===== src/rtl/count_result_fifo_if.sv =====
// Bus bundle between the gated counter / host register bus and the result FIFO.
// The FIFO uses the slave side; the counter and host drive the master side.
interface count_result_fifo_if;
    logic         stop_in;
    logic [31:0]  time_in;
    logic [127:0] ch_in;
    logic [7:0]   addr;
    logic [7:0]   data_in;
    logic         we;
    logic         rd;
    logic [7:0]   data_out;
    logic         irq;

    modport slave (
        input  stop_in, time_in, ch_in, addr, data_in, we, rd,
        output data_out, irq
    );

    modport master (
        output stop_in, time_in, ch_in, addr, data_in, we, rd,
        input  data_out, irq
    );
endinterface


===== src/rtl/count_result_fifo.sv =====
// Result FIFO for the 4-channel gated counter: one 20-byte record per stop rising edge,
// read back bytewise through a 4-register window on the 8-bit host bus.
module count_result_fifo #(
    parameter int unsigned DEPTH     = 16,
    parameter logic [7:0]  BASE_ADDR = 8'h40
) (
    input logic                clk,
    input logic                reset,
    count_result_fifo_if.slave bus
);
    localparam int unsigned   PW        = $clog2(DEPTH);
    localparam int unsigned   CW        = PW + 1;
    localparam logic [CW-1:0] FULL_CNT  = CW'(DEPTH);
    localparam logic [4:0]    LAST_BYTE = 5'd19;
    localparam logic [7:0]    A_STATUS  = BASE_ADDR;
    localparam logic [7:0]    A_COUNT   = BASE_ADDR + 8'd1;
    localparam logic [7:0]    A_DATA    = BASE_ADDR + 8'd2;
    localparam logic [7:0]    A_CTRL    = BASE_ADDR + 8'd3;

    logic [159:0]  mem_q [DEPTH];
    logic [PW-1:0] wr_ptr_q, wr_ptr_d;
    logic [PW-1:0] rd_ptr_q, rd_ptr_d;
    logic [CW-1:0] count_q, count_d;
    logic [4:0]    byte_idx_q, byte_idx_d;
    logic          ovf_q, ovf_d;
    logic          stop_q;
    logic          irq_q;
    logic [7:0]    data_out_q, data_out_d;

    logic          empty, full, stop_rise, capture, pop_byte, pop_rec;
    logic          ctrl_wr, flush, ovf_clr, ovf_set;
    logic [159:0]  rd_rec;
    logic          unused_data_bits;

    assign empty     = (count_q == '0);
    assign full      = (count_q == FULL_CNT);
    assign stop_rise = bus.stop_in & ~stop_q;
    // full is taken from the registered count, so a same-cycle pop cannot make room
    assign capture   = stop_rise & ~full;
    assign ovf_set   = stop_rise & full & ~flush;
    assign pop_byte  = bus.rd & (bus.addr == A_DATA) & ~empty;
    assign pop_rec   = pop_byte & (byte_idx_q == LAST_BYTE);
    assign ctrl_wr   = bus.we & (bus.addr == A_CTRL);
    assign flush     = ctrl_wr & bus.data_in[1];
    assign ovf_clr   = ctrl_wr & bus.data_in[0];
    assign rd_rec    = mem_q[rd_ptr_q];

    assign unused_data_bits = ^bus.data_in[7:2];

    always_comb begin
        wr_ptr_d   = wr_ptr_q;
        rd_ptr_d   = rd_ptr_q;
        count_d    = count_q;
        byte_idx_d = byte_idx_q;
        ovf_d      = ovf_q;

        if (flush) begin
            wr_ptr_d   = '0;
            rd_ptr_d   = '0;
            count_d    = '0;
            byte_idx_d = '0;
        end else begin
            if (capture) wr_ptr_d = wr_ptr_q + PW'(1);
            if (pop_byte) byte_idx_d = pop_rec ? 5'd0 : byte_idx_q + 5'd1;
            if (pop_rec) rd_ptr_d = rd_ptr_q + PW'(1);
            case ({capture, pop_rec})
                2'b10:   count_d = count_q + CW'(1);
                2'b01:   count_d = count_q - CW'(1);
                default: count_d = count_q;
            endcase
        end

        // A drop in the same cycle as a clear still leaves ovf set
        if (ovf_clr) ovf_d = 1'b0;
        if (ovf_set) ovf_d = 1'b1;
    end

    always_comb begin
        data_out_d = 8'h00;
        case (bus.addr)
            A_STATUS: data_out_d = {5'b0, ovf_q, full, empty};
            A_COUNT:  data_out_d = 8'(count_q);
            A_DATA:   data_out_d = empty ? 8'h00 : rd_rec[{byte_idx_q, 3'b000} +: 8];
            default:  data_out_d = 8'h00;
        endcase
    end

    always_ff @(posedge clk or posedge reset) begin
        if (reset) begin
            wr_ptr_q   <= '0;
            rd_ptr_q   <= '0;
            count_q    <= '0;
            byte_idx_q <= '0;
            ovf_q      <= 1'b0;
            stop_q     <= 1'b0;
            irq_q      <= 1'b0;
            data_out_q <= 8'h00;
        end else begin
            wr_ptr_q   <= wr_ptr_d;
            rd_ptr_q   <= rd_ptr_d;
            count_q    <= count_d;
            byte_idx_q <= byte_idx_d;
            ovf_q      <= ovf_d;
            stop_q     <= bus.stop_in;
            irq_q      <= (count_d != '0);
            data_out_q <= data_out_d;
        end
    end

    // Record storage is not reset; byte 0 of a record is the low byte of time_in
    always_ff @(posedge clk) begin
        if (capture && !flush) mem_q[wr_ptr_q] <= {bus.ch_in, bus.time_in};
    end

    assign bus.data_out = data_out_q;
    assign bus.irq      = irq_q;
endmodule


===== src/flat_wrapper.sv =====
// flat-port wrapper written by rule: the top's interface ports become plain ports
module count_result_fifo_flat 
#(
    parameter int unsigned DEPTH     = 16,
    parameter logic [7:0]  BASE_ADDR = 8'h40
)
  (clk, reset, bus_stop_in, bus_time_in, bus_ch_in, bus_addr, bus_data_in, bus_we, bus_rd, bus_data_out, bus_irq);
  count_result_fifo_if bus_i ();
  input logic clk;
  input logic reset;
  input wire logic [$bits(bus_i.stop_in)-1:0] bus_stop_in;
  input wire logic [$bits(bus_i.time_in)-1:0] bus_time_in;
  input wire logic [$bits(bus_i.ch_in)-1:0] bus_ch_in;
  input wire logic [$bits(bus_i.addr)-1:0] bus_addr;
  input wire logic [$bits(bus_i.data_in)-1:0] bus_data_in;
  input wire logic [$bits(bus_i.we)-1:0] bus_we;
  input wire logic [$bits(bus_i.rd)-1:0] bus_rd;
  output wire logic [$bits(bus_i.data_out)-1:0] bus_data_out;
  output wire logic [$bits(bus_i.irq)-1:0] bus_irq;
  assign bus_i.stop_in = bus_stop_in;
  assign bus_i.time_in = bus_time_in;
  assign bus_i.ch_in = bus_ch_in;
  assign bus_i.addr = bus_addr;
  assign bus_i.data_in = bus_data_in;
  assign bus_i.we = bus_we;
  assign bus_i.rd = bus_rd;
  assign bus_data_out = bus_i.data_out;
  assign bus_irq = bus_i.irq;
  count_result_fifo #(.DEPTH(DEPTH), .BASE_ADDR(BASE_ADDR)) u_core (.clk(clk), .reset(reset), .bus(bus_i));
endmodule

===== config.mk =====
export PLATFORM = sky130hd
export DESIGN_NAME = count_result_fifo_flat
export DESIGN_NICKNAME = d
export VERILOG_FILES = /design/src/rtl/count_result_fifo_if.sv /design/src/rtl/count_result_fifo.sv /design/src/flat_wrapper.sv
export SDC_FILE = /design/constraint.sdc
export NUM_CORES = 2
export LEC_CHECK = 0
export CAP_MARGIN = 20
export CORE_MARGIN = 3
export CORE_UTILIZATION = 40
export CTS_CLUSTER_DIAMETER = 30
export CTS_CLUSTER_SIZE = 24
export DETAILED_ROUTE_END_ITERATION = 10
export DONT_BUFFER_PORTS = 1
export GPL_TIMING_DRIVEN = 0
export PLACE_DENSITY = 0.58
export SLEW_MARGIN = 40
export SYNTH_ARGS = -nofsm -noshare
export SYNTH_HDL_FRONTEND = slang
export SYNTH_SLANG_ARGS = --single-unit

===== constraint.sdc =====
create_clock -name clk -period 16.15 [get_ports clk]
set_input_delay 3.23 -clock clk [delete_from_list [all_inputs] [get_ports clk]]
set_output_delay 3.23 -clock clk [all_outputs]
set_load 0.01 [all_outputs]

-- After elaboration in Yosys (flattened, before gate mapping)
Memories as Yosys holds them, arrays and structs flattened.
Cells that the tools add are included.
- flip-flop bits (word level): 29
- latch bits: 0
- RAM bits: 2560
- ROM bits: 0
- input bits: 181
- logic and storage cells: 60
- memories: 1
- $add $sub $neg: 5
- $mul: 0
- divide/modulo/power cells: 0
- order comparisons: 0
- eq/ne operators: 8
- shift operators: 1
- multiplexer cells: 15
- bitwise operators: 14
- reductions and logical operators: 8
- memory list (name ; depth ; bits a word ; rd ports ; clocked after memory_dff ; write ports ; line ; source):
    u_core.mem_q ; 16 ; 160 ; 1 ; 0 ; 1 ; count_result_fifo.sv:20 ; logic [159:0] mem_q [DEPTH];
- operator list (cell ; number):
    $shiftx A160 B9 Y8 ; 1
    $eq A8 B7 Y1 const B ; 4
    $pmux W8 S3 ; 1
    $mux W5 ; 4
    $mux W4 ; 4
    $add A5 B1 Y5 const B ; 2
    $and A1 B1 Y1 ; 10
    $eq A5 B5 Y1 const B ; 2
    $pmux W5 S2 ; 1
    $add A4 B1 Y4 const B ; 2
    $mux W8 ; 1
    $reduce_bool A2 Y1 ; 4
    $logic_not A5 Y1 ; 1
    $reduce_bool A5 Y1 ; 1
    $sub A5 B1 Y5 const B ; 1
    $mux W1 ; 4
    $not A1 Y1 ; 4
    $eq A2 B1 Y1 const B ; 1
    $eq A2 B2 Y1 const B ; 1
    $logic_and A1 B1 Y1 ; 1
    $logic_not A1 Y1 ; 1

-- Longest topological paths before layout
- depth after elaboration: 8
- gate-level depth with buffers: 16
- depth with buffers taken out: 13

-- Worst setup path before layout
OpenSTA, ideal clock, no wires.
- path kind: input to register
- from: input port bus_stop_in
- to: memory u_core.mem_q[1][0], enable pin
- data arrival time: 14995 ps
- data required time: 15274 ps
- slack: 278 ps
- cell stages on the path: 6
- path buffers: 0
- cell sequence: inv_1 a211oi_1 inv_1 nor2_1 nand2_1 nor3_1
- longest elaborated chain between the ends: 5
- ends and longest elaborated chain (item ; line ; source):
    start, declared ; flat_wrapper.sv:11 ; input wire logic [$bits(bus_i.stop_in)-1:0] bus_stop_in;
    $and A1 B1 Y1 ; count_result_fifo.sv:37 ; assign stop_rise = bus.stop_in & ~stop_q;
    $and A1 B1 Y1 ; count_result_fifo.sv:39 ; assign capture = stop_rise & ~full;
    $logic_and A1 B1 Y1 ; count_result_fifo.sv:112 ; if (capture && !flush) mem_q[wr_ptr_q] <= {bus.ch_in, bus.time_in};
    $mux W1 ; count_result_fifo.sv:112 ;
    $mux W1 (not written as such) ; count_result_fifo.sv:112 ;
    end, declared ; count_result_fifo.sv:20 ;
Every way passes these cells.

-- Final worst setup path
- from: input port bus_addr[6]
- to: register u_core.irq_q, in the netlist u_core.bus.irq
- longest elaborated chain between the ends: 8
- elaborated cells on any way between the ends: 12
- those cells by class: eq/ne: 4; mux: 2; bitwise: 5; reduce/logical: 1
- ends and longest elaborated chain (item ; line ; source):
    start, declared ; flat_wrapper.sv:14 ; input wire logic [$bits(bus_i.addr)-1:0] bus_addr;
    $eq A8 B7 Y1 ; count_result_fifo.sv:41 ; assign pop_byte = bus.rd & (bus.addr == A_DATA) & ~empty;
    $and A1 B1 Y1 (2 in series) ; count_result_fifo.sv:41 ;
    $and A1 B1 Y1 ; count_result_fifo.sv:42 ; assign pop_rec = pop_byte & (byte_idx_q == LAST_BYTE);
    $eq A2 B1 Y1 or $eq A2 B2 Y1 (tied branches) ; count_result_fifo.sv:66 ; case ({capture, pop_rec})
    $pmux W5 S2 ; count_result_fifo.sv:66 ;
    $mux W5 * ; count_result_fifo.sv:57 ; if (flush) begin
    $reduce_bool A5 Y1 * ; count_result_fifo.sv:105 ; irq_q <= (count_d != '0);
    end signal, assigned ; count_result_fifo.sv:105 ;
    end, declared ; count_result_fifo.sv:27 ; logic irq_q;
Mark *: on every way between the ends. The rest lies on a longest branch, timed or not.
A chain may end at the register's enable or synchronous reset.

==> flow_results.xml <==
<?xml version="1.0" encoding="UTF-8"?>
<metrics>
  <group name="yosys">
    <metric name="synthCells" unit="">4507</metric>
    <metric name="mappedNetlistArea" unit="mm²">0.0998</metric>
    <metric name="syn-num-nets" unit="">4697</metric>
    <metric name="synth_cell_types" unit="">71</metric>
    <metric name="fraction_of_registers_with_async_set_reset" unit="%">1.12</metric>
    <metric name="synth.ff_latch_count" unit="">2589</metric>
    <metric name="ys_dominant_reg_cell" unit="">sky130_fd_sc_hd__edfxtp_1</metric>
    <metric name="number_of_enable_flip_flop_cells_after_synthesis" unit="">2560</metric>
    <metric name="synth_area_per_cell" unit="µm²">22.1</metric>
    <metric name="ys_seq_area_share" unit="%">77.8</metric>
    <metric name="synth_warnings" unit="">0</metric>
  </group>
  <group name="worst_setup_path">
    <metric name="worstSetupPathType" unit="">input pin to register</metric>
    <metric name="cp.arrival" unit="ns">7.31</metric>
    <metric name="timing.critical_path.to_type" unit="">register</metric>
    <metric name="worstPathMaxFanout" unit="">9</metric>
    <metric name="startpoint_type" unit="">input pin</metric>
    <metric name="required" unit="ns">17.01</metric>
  </group>
  <group name="timing">
    <metric name="report.final.slew_viol_count" unit="">0</metric>
    <metric name="setup_violations" unit="">0</metric>
    <metric name="fmax" unit="GHz">0.155</metric>
    <metric name="post-route-min-period" unit="ns">6.46</metric>
    <metric name="grt_setup_unrepaired" unit="">no</metric>
    <metric name="whs" unit="ns">0.469</metric>
    <metric name="timing_worst_slew_pin_value" unit="ns">0.932</metric>
    <metric name="timing.final.hold_violations" unit="">0</metric>
    <metric name="fin_crit_sh" unit="%">40.0</metric>
    <metric name="timing.clock.skew" unit="ns">0.0590</metric>
    <metric name="slew_headroom" unit="%">37.4</metric>
    <metric name="timing.setup.tns" unit="ns">0</metric>
  </group>
  <group name="detailed_routing">
    <metric name="detail_route.iter0.violations" unit="">8218</metric>
    <metric name="ant_nets" unit="">0</metric>
    <metric name="drt-wirelength-per-cell" unit="µm">37.3</metric>
    <metric name="routed_wirelength" unit="µm">339000</metric>
    <metric name="detail_route.drc_violations" unit="">0</metric>
    <metric name="via_count" unit="">55042</metric>
    <metric name="vias_per_cell" unit="">6.06</metric>
    <metric name="drt_pass1_iterations" unit="">7</metric>
  </group>
  <group name="clocking">
    <metric name="hold_bufs_at_cts" unit="">0</metric>
    <metric name="root_buffer" unit="">sky130_fd_sc_hd__clkbuf_16</metric>
    <metric name="cts_setup_buffers" unit="">0</metric>
    <metric name="numClockSinks" unit="">2589</metric>
    <metric name="cts_htree_levels" unit="">5</metric>
    <metric name="cts_buffers" unit="">478</metric>
    <metric name="clk_transition_reported_paths" unit="ns">0.05</metric>
    <metric name="post_cts.resized_instances" unit="">0</metric>
    <metric name="cts_tree" unit="">built</metric>
    <metric name="clk_path_buf_depth" unit="">4</metric>
    <metric name="later_pin_clock_latency_in_the_skew_report" unit="ns">0.98</metric>
  </group>
  <group name="finish">
    <metric name="nets" unit="">5556</metric>
    <metric name="commonest_non_fill_non_tap_cells_in_the_layout" unit="">sky130_fd_sc_hd__edfxtp_1 (2560), sky130_fd_sc_hd__mux4_2 (571), sky130_fd_sc_hd__clkbuf_16 (482), sky130_fd_sc_hd__mux2i_1 (260), sky130_fd_sc_hd__buf_4 (159)</metric>
    <metric name="drive_above_1_share" unit="%">34.7</metric>
    <metric name="areaGrowthSynthToFinish" unit="%">26.7</metric>
    <metric name="layout_commonest_cell" unit="">sky130_fd_sc_hd__edfxtp_1</metric>
  </group>
  <group name="global_route">
    <metric name="first_pass_grt_wire_length" unit="µm">459000</metric>
    <metric name="largest_net_degree_at_the_start_of_global_routing" unit="">30</metric>
    <metric name="via_count_of_the_first_global_routing_pass" unit="">54445</metric>
    <metric name="global_route.overflow_total" unit="">0</metric>
    <metric name="number_of_antenna_violations_at_the_first_check_in_global_routing" unit="">18</metric>
    <metric name="global_route.usage.total" unit="%">26.2</metric>
  </group>
  <group name="hold_path">
    <metric name="min-delay-path-class" unit="">register to register</metric>
  </group>
  <group name="job">
    <metric name="max_cap_check_violation_count" unit="">0</metric>
  </group>
  <group name="power">
    <metric name="switchingPower" unit="mW">4.08</metric>
    <metric name="p_clk_share" unit="%">53.6</metric>
    <metric name="vdd_ir_max" unit="µV">126</metric>
    <metric name="switching_share" unit="%">21.6</metric>
    <metric name="p_comb_share" unit="%">5.1</metric>
    <metric name="register_share_of_total_power" unit="%">41.4</metric>
    <metric name="leakage" unit="nW">40.4</metric>
    <metric name="power.density" unit="mW/mm²">149</metric>
    <metric name="p_int" unit="mW">14.8</metric>
  </group>
  <group name="floorplan">
    <metric name="floorplan.die.width" unit="µm">505</metric>
    <metric name="die_outline_area" unit="mm²">0.256</metric>
    <metric name="placementRows" unit="">182</metric>
    <metric name="fp.coreArea" unit="mm²">0.247</metric>
    <metric name="dieHeight" unit="µm">505</metric>
    <metric name="ioPinCount" unit="">190</metric>
    <metric name="start_util" unit="%">40.4</metric>
  </group>
  <group name="place">
    <metric name="routability_driven_placement_congestion_ratio" unit="">0.934</metric>
    <metric name="detailed_place_hpwl" unit="µm">235000</metric>
    <metric name="place.port_buffers" unit="">0</metric>
  </group>
  <group name="status">
    <metric name="outcome" unit="">complete, no violations</metric>
  </group>
</metrics>
[worst max-delay path, stage by stage]
cell and delay, ns:
sky130_fd_sc_hd__nor2b_1 0.14, sky130_fd_sc_hd__nand4_1 0.46, sky130_fd_sc_hd__or4_1 0.64, sky130_fd_sc_hd__clkbuf_1 0.17, sky130_fd_sc_hd__nor2_1 0.62, sky130_fd_sc_hd__ha_1 0.28
sky130_fd_sc_hd__clkbuf_1 0.31, sky130_fd_sc_hd__xor2_1 0.20, sky130_fd_sc_hd__ha_1 0.20, sky130_fd_sc_hd__inv_1 0.06, sky130_fd_sc_hd__nor3b_1 0.22, sky130_fd_sc_hd__o21ai_0 0.11
sky130_fd_sc_hd__a21oi_1 0.19, sky130_fd_sc_hd__xnor2_1 0.11, sky130_fd_sc_hd__a41oi_1 0.36
[area by class of cell]
cell class | instances | area [µm²]
fillers | 19244 | 121000
diodes | 6 | 15.0
plain buffers | 251 | 1530
repair buffers | 379 | 5860
flip-flops and latches | 2589 | 77600
inverters | 14 | 55.1
well taps | 3312 | 4140
clock buffers | 535 | 12300
clock inverters | 343 | 4070
multi-input cells | 1653 | 20900
[Yosys cell counts (16+ instances only)]
master / instances / share of area [%]
sky130_fd_sc_hd__nand3_1: 22 / 0.11
sky130_fd_sc_hd__buf_1: 18 / 0.068
sky130_fd_sc_hd__buf_4: 54 / 0.41
sky130_fd_sc_hd__dfrtp_1: 29 / 0.73
sky130_fd_sc_hd__mux2_2: 31 / 0.35
sky130_fd_sc_hd__o22ai_1: 58 / 0.36
sky130_fd_sc_hd__o21ai_0: 43 / 0.22
sky130_fd_sc_hd__a31oi_1: 16 / 0.10
sky130_fd_sc_hd__mux2i_1: 261 / 2.6
sky130_fd_sc_hd__nor2_1: 81 / 0.30
sky130_fd_sc_hd__buf_2: 53 / 0.27
sky130_fd_sc_hd__edfxtp_1: 2560 / 77
sky130_fd_sc_hd__nor3_1: 39 / 0.20
sky130_fd_sc_hd__clkbuf_1: 101 / 0.38
sky130_fd_sc_hd__a221oi_1: 17 / 0.15
sky130_fd_sc_hd__mux4_2: 571 / 13
sky130_fd_sc_hd__a21oi_1: 83 / 0.42
sky130_fd_sc_hd__a22oi_1: 37 / 0.28
sky130_fd_sc_hd__o221ai_1: 88 / 0.77
sky130_fd_sc_hd__buf_6: 23 / 0.26
sky130_fd_sc_hd__nand2_1: 113 / 0.43
[flip-flops by register name, indices dropped and copies added (netlist names)]
signal	cells
u_core.count_q	5
u_core.ovf_q	1
u_core.stop_q	1
u_core.rd_ptr_q	4
u_core.bus.irq	1
u_core.mem_q	2560
u_core.byte_idx_q	5
u_core.bus.data_out	8
u_core.wr_ptr_q	4
[power groups by stage]
| stage | sequential, mW | combinational (mW) | clock [mW] |
|---|---|---|---|
| 3_3_place_gp | 8.18 | 0.710 | 0 |
| 5_1_grt | 7.81 | 0.969 | 10.5 |
| 2_1_floorplan | 8.00 | 0.359 | 0 |
| 3_5_place_dp | 7.92 | 0.934 | 0 |
| 6_report | 7.80 | 0.956 | 10.1 |
| 4_1_cts | 7.80 | 0.938 | 10.1 |
[kinds of logic after synthesis]
| family | Yosys count | share of synthesized area, % |
|---|---|---|
| DFF | 2589 | 77.8 |
| muxes | 867 | 16.0 |
| AOI/OAI and AO/OA | 427 | 3.01 |
| and+or+nand+nor | 334 | 1.54 |
| buffers and inverters | 265 | 1.47 |
| xor gates and xnor gates | 16 | 0.140 |
| adders and majority gates | 9 | 0.113 |
[stage by stage]
| step | cells | worst slack, ns | cell area (µm²) | power (mW) | utilization (%) |
|---|---|---|---|---|---|
| finish | 9082 | 9.69 | 126000 | 18.9 | 51.2 |
| global route | 9077 | 9.41 | 126000 | 19.3 | 51.2 |
| CTS | 9074 | 9.76 | 126000 | 18.9 | 51.2 |
| detailed placement | 8196 | 8.73 | 110000 | 8.85 | 44.6 |
| global placement | 7819 | -16.99 | 104000 | 8.89 | 42.1 |
| floorplan | 4507 | 0.278 | 99800 | 8.36 | - |
[layer usage]
metal	share of wire [%]	track usage (%)
met4	4.7	11.2
met5	0.012	0
met1	37	34.0
met2	46	40.3
met3	12	8.79
[path summary, 6_finish.rpt]
check / from / end / slack (ns) / cells past startpoint
worst max-delay path: bus_addr[6] / u_core.bus.irq / 9.69 / 15
worst min-delay path: u_core.stop_q / u_core.ovf_q / 0.47 / 1
worst max register to register: u_core.rd_ptr_q[1] / u_core.bus.data_out[0] / 10.38 / 12
worst min register to register: u_core.stop_q / u_core.ovf_q / 0.47 / 1
max in group asynchronous: reset / u_core.count_q[2] / 13.55 / 1
min in group asynchronous: reset / u_core.bus.data_out[6] / 2.15 / 1
(Power assumes the default switching activity.)
